<file path="src/rtl/lab_1_switch_debounce.sv">
// Switch conditioning ahead of the lab 1 mux: per-channel two-flop synchroniser,
// persistence-counter debounce, and registered one-cycle rise/fall strobes.
module lab_1_switch_debounce #(
  parameter int WIDTH   = 3,
  parameter int CNT_MAX = 1000000,
  parameter int CNT_W   = (CNT_MAX > 1) ? $clog2(CNT_MAX) : 1
) (
  input  logic             clk,
  input  logic             rst,
  input  logic [WIDTH-1:0] sw_in,
  output logic [WIDTH-1:0] sw_out,
  output logic [WIDTH-1:0] sw_rise,
  output logic [WIDTH-1:0] sw_fall
);

  // Counter value on the edge that accepts a new level.
  localparam logic [CNT_W-1:0] CNT_LAST = CNT_W'(CNT_MAX - 1);

  logic [WIDTH-1:0]            sync1_q, sync2_q;
  logic [WIDTH-1:0]            out_q, out_d;
  logic [WIDTH-1:0]            rise_q, rise_d;
  logic [WIDTH-1:0]            fall_q, fall_d;
  logic [WIDTH-1:0][CNT_W-1:0] cnt_q, cnt_d;

  // sw_in is asynchronous to clk; only sync2 may be observed by the debounce logic.
  always_ff @(posedge clk or posedge rst) begin
    if (rst) begin
      sync1_q <= '0;
      sync2_q <= '0;
    end else begin
      // NOTE: non-blocking assignments let both synchroniser stages sample the
      // pre-edge values, so sync2 really lags sync1 by one cycle.
      sync1_q <= sw_in;
      sync2_q <= sync1_q;
    end
  end

  always_comb begin
    // NOTE: every output of this block is defaulted before the loop, so no
    // path leaves a signal unassigned and no latch is inferred.
    out_d  = out_q;
    rise_d = '0;
    fall_d = '0;
    cnt_d  = cnt_q;
    for (int i = 0; i < WIDTH; i++) begin
      if (sync2_q[i] == out_q[i]) begin
        // Matching level: abandon any pending transition.
        cnt_d[i] = '0;
      end else if (cnt_q[i] == CNT_LAST) begin
        out_d[i]  = sync2_q[i];
        rise_d[i] = sync2_q[i];
        fall_d[i] = ~sync2_q[i];
        cnt_d[i]  = '0;
      end else begin
        cnt_d[i] = cnt_q[i] + 1'b1;
      end
    end
  end

  always_ff @(posedge clk or posedge rst) begin
    if (rst) begin
      out_q  <= '0;
      rise_q <= '0;
      fall_q <= '0;
      cnt_q  <= '0;
    end else begin
      out_q  <= out_d;
      rise_q <= rise_d;
      fall_q <= fall_d;
      cnt_q  <= cnt_d;
    end
  end

  assign sw_out  = out_q;
  assign sw_rise = rise_q;
  assign sw_fall = fall_q;

endmodule

</file>
<file path="config.mk">
export PLATFORM = sky130hd
export DESIGN_NAME = lab_1_switch_debounce
export DESIGN_NICKNAME = d
export VERILOG_FILES = /design/src/rtl/lab_1_switch_debounce.sv
export SDC_FILE = /design/constraint.sdc
export NUM_CORES = 1
export LEC_CHECK = 0
export ABC_AREA = 1
export BUFFER_PORTS_ARGS = -buffer_cell sky130_fd_sc_hd__buf_2
export CAP_MARGIN = 25
export CORE_MARGIN = 5
export CORE_UTILIZATION = 45
export DETAILED_ROUTE_END_ITERATION = 10
export HOLD_SLACK_MARGIN = 0.02
export RECOVER_POWER = 25
export REMOVE_ABC_BUFFERS = 1
export SKIP_LAST_GASP = 1
export SYNTH_ARGS = -nofsm -noshare
export SYNTH_HDL_FRONTEND = slang
export SYNTH_SLANG_ARGS = --single-unit
</file>
<file path="constraint.sdc">
create_clock -name clk -period 2.91 [get_ports clk]
set_input_delay 0.291 -clock clk [delete_from_list [all_inputs] [get_ports clk]]
set_output_delay 0.291 -clock clk [all_outputs]
set_load 0.005 [all_outputs]
</file>
Yosys cells after proc, flatten, opt, wreduce, memory -nomap -nowiden
Cells that the tools add are included.
{"block": "totals", "reg_bits": 75, "in_bits": 5, "output_inout_bits": 9, "elab_cells": 46}
{"block": "classes", "add_sub_neg": 3, "n_eq_ne": 6, "mux": 18, "n_bitwise": 6, "reduce_logical": 3}
{"operator": "$mux W20", "n": 6}
{"operator": "$add A20 B1 Y20 const B", "n": 3}
{"operator": "$eq A20 B20 Y1 const B", "n": 3}
{"operator": "$mux W1", "n": 12}
{"operator": "$not A1 Y1", "n": 6}
{"operator": "$reduce_and A2 Y1", "n": 3}
{"operator": "$eq A1 B1 Y1", "n": 3}

Longest topological paths before layout
{"block": "logic_depth", "word_depth": 3, "depth_mapped": 9}

Worst setup path after synthesis
Ideal clock, no wire load.
{"block": "synth_timing", "path_type": "flip-flop to flip-flop", "from": "reg cnt_q[20] (netlist bit)", "to": "reg cnt_q[32] (netlist bit)", "setup_time_ps": 132, "t_arrival_ps": 1188, "path_slack_ps": 1590, "path_stages_with_launch": 9, "path_buffers": 0, "period_less_slack_ps": 1320, "path_cell_list": "dfrtp_1 > ha_1 > nand3_2 > inv_1 > nand2_2 > nor2_1 > or2_1 > nand2_1 > nor2_1"}
{"item": "start: declaration", "line": "23", "rtl": "logic [WIDTH-1:0][CNT_W-1:0] cnt_q, cnt_d;"}
{"item": "start signal: assignment", "line": "70", "rtl": "cnt_q <= cnt_d;"}

==> results.txt <==
CTS Buf Count -> 9
reg2reg setup slack -> 1380 ps
smallest hold slack -> 46.1 ps
Die X -> 103 um
CTS Sinks -> 75
CP endpoint kind -> register
DIE AREA -> 10600 sq um
Pins Over Slew Limit -> 0
worst reg2reg path endpoint -> cnt_q[58]$_DFF_PP0_
first-pass GRT wire length -> 13.4 mm
IO Port Bufs -> 13
most frequent cells in the layout -> nor2_1 (126), dfrtp_1 (75), nand2_1 (70)
H-tree levels -> 3
post-synth top area share -> 0.484
Post-CTS Setup Inserts -> 0
sequential area share after synthesis -> 0.484
die height -> 103 um
pin count of the biggest net entering global routing -> 33
routed vias -> 3054
drt via density -> 4.99
Critical Path Fanout Max -> 9
top cells by area, synth -> dfrtp_1 (48%), nor2_1 (12%), nand2_1 (6.8%)
Leakage -> 0.00185 uW
Hold-fix buffers, CTS -> 0
crit path DAT -> 1760 ps
Fin Setup TNS -> 0 ps
area growth from synthesis to layout -> 11.9%
Diodes inserted -> 0
clk slew on worst S/H paths -> 80 ps
register area -> 1880 sq um
gr usage total -> 0.160
# IOs -> 14
Pwr Density -> 483 nW/um^2
core area -> 8300 sq um
drt wl/cell -> 12.4 um
unrepaired setup endpoints after global routing -> no
cells after synthesis -> 476
Final min period -> 1530 ps
WS Path Type -> reg -> reg
post-route setup slack -> 1380 ps
FF+latch count, synth -> 75
worst reg2reg startpoint -> sw_out[2]$_DFFE_PP0P_
row cnt -> 33
vias in the first global route -> 3003
yosys warns -> 0
Slew Limit Headroom -> 0.193
cell taking the most area after synthesis -> dfrtp_1
Final Setup Violations -> 0
cts repair resizes -> 0
number of cells on the worst reg-to-reg path -> 6
Post-DRT Antenna Nets -> 0
Max Cap Viol -> 0
clock insertion delay at the later pin of the skew report -> 340 ps
final period utilization -> 0.527
Fmax -> 0.652 GHz
Max Root-Sink Buffers -> 2
initial antenna violation count -> 0
multi-input logic area -> 1820 sq um
TritonCTS clock tree -> yes
Main synth FF type -> dfrtp_1
Hold Path Class -> in -> reg
Post-route DRC -> 0
DRT Wirelength -> 7.59 mm
routability cong. -> 0.882
root buf cell -> clkbuf_8
WP data required -> 3140 ps
EDFF count, synth -> 0
First-pass DRT Iterations -> 4
hpwl dp -> 5.56 mm
Synth cell types -> 26
skew final -> 14.4 ps
final hold viol count -> 0
Worst Tran Pin Value -> 1210 ps
Cell Area, Synth -> 3870 sq um
Setup WS pre-CTS -> 1400 ps
layout cells sized above 1 -> 0.134
Initial Utilization -> 0.467
status -> finished clean
asr flop ratio synth -> 1.00
mean area per synthesized cell -> 8.14 sq um
peak supply drop -> 317 uV
CP Launch Type -> register
Final nets -> 510
1st-iter DRT viols -> 96
CP startpoint -> sw_out[2]$_DFFE_PP0P_
Worst Setup EP -> cnt_q[58]$_DFF_PP0_
Filler cells -> 786
grt ovf -> 0
most common cell after layout, fill and taps aside -> nor2_1
-- where the power goes --
group / internal, uW / switching [uW]
combinational: 18.6 / 50.4
sequential: 1060 / 10.2
clock: 577 / 382
-- Yosys cell counts, types with 9 or more instances --
cell type	count
a21oi_1	9
dfrtp_1	75
inv_1	45
nand2_1	70
nand2_2	13
nand3_1	41
nand4_1	12
nor2_1	126
nor2_2	9
nor3_1	10
xnor2_1	10
xor2_1	20
-- metal layers --
layer,wire length [um],vias up,track usage
li1,-,1562,-
met1,3740,1438,0.217
met2,3480,47,0.258
met3,285,7,0.0345
met4,85,0,0.0468
met5,0,-,0
-- stage by stage --
step,utilization,instances,cell area [sq um],power [uW]
3_3_place_gp,0.493,596,4090,1160
2_1_floorplan,-,475,3870,1130
3_5_place_dp,0.493,596,4090,1160
5_1_grt,0.522,612,4340,2170
6_report,0.522,612,4340,2090
4_1_cts,0.522,612,4340,2130
-- kinds of logic after synthesis --
family                   after synthesis  synth area share
adder cells (fa/ha/maj)                3           0.00969
AO/OA/AOI/OAI                         19            0.0275
AND/OR/NAND/NOR                      303             0.366
buffers and inverters                 46            0.0446
XOR/XNOR                              30            0.0678
flip-flops                            75             0.484
-- sequential cells by signal (all words and copies together) (netlist names) --
name,count
sync1_q,3
cnt_q,60
sw_fall,3
sync2_q,3
sw_out,3
sw_rise,3
-- critical path, cell delays in order, from the launching register on --
cell and delay [ps]:
dfrtp_1 410, inv_1 100, nor2_1 50, nor2_2 390, inv_1 200, nand2_2 200
nor2_1 70
-- how the worst min path moves through the flow --
stage,depth (start not counted),endpoint,startpoint,slack (ps)
floorplan,0,sync1_q[0]$_DFF_PP0_,sw_in[0],320
global placement,0,sync2_q[0]$_DFF_PP0_,sync1_q[0]$_DFF_PP0_,340
detailed placement,0,sync2_q[0]$_DFF_PP0_,sync1_q[0]$_DFF_PP0_,330
CTS,1,sync1_q[1]$_DFF_PP0_,sw_in[1],20
global route,1,sync1_q[1]$_DFF_PP0_,sw_in[1],30
finish,1,sync1_q[1]$_DFF_PP0_,sw_in[1],50
-- cell type report --
| cell class | instances | share of cell area |
|---|---|---|
| Clock buffer | 13 | 0.0413 |
| Clock inverter | 3 | 0.0156 |
| Inverter | 45 | 0.0390 |
| Multi-Input combinational cell | 355 | 0.421 |
| Sequential cell | 75 | 0.433 |
| Tap cell | 105 | 0.0303 |
| Timing Repair Buffer | 16 | 0.0202 |
Note: power is estimated with default switching activity, not from simulation.
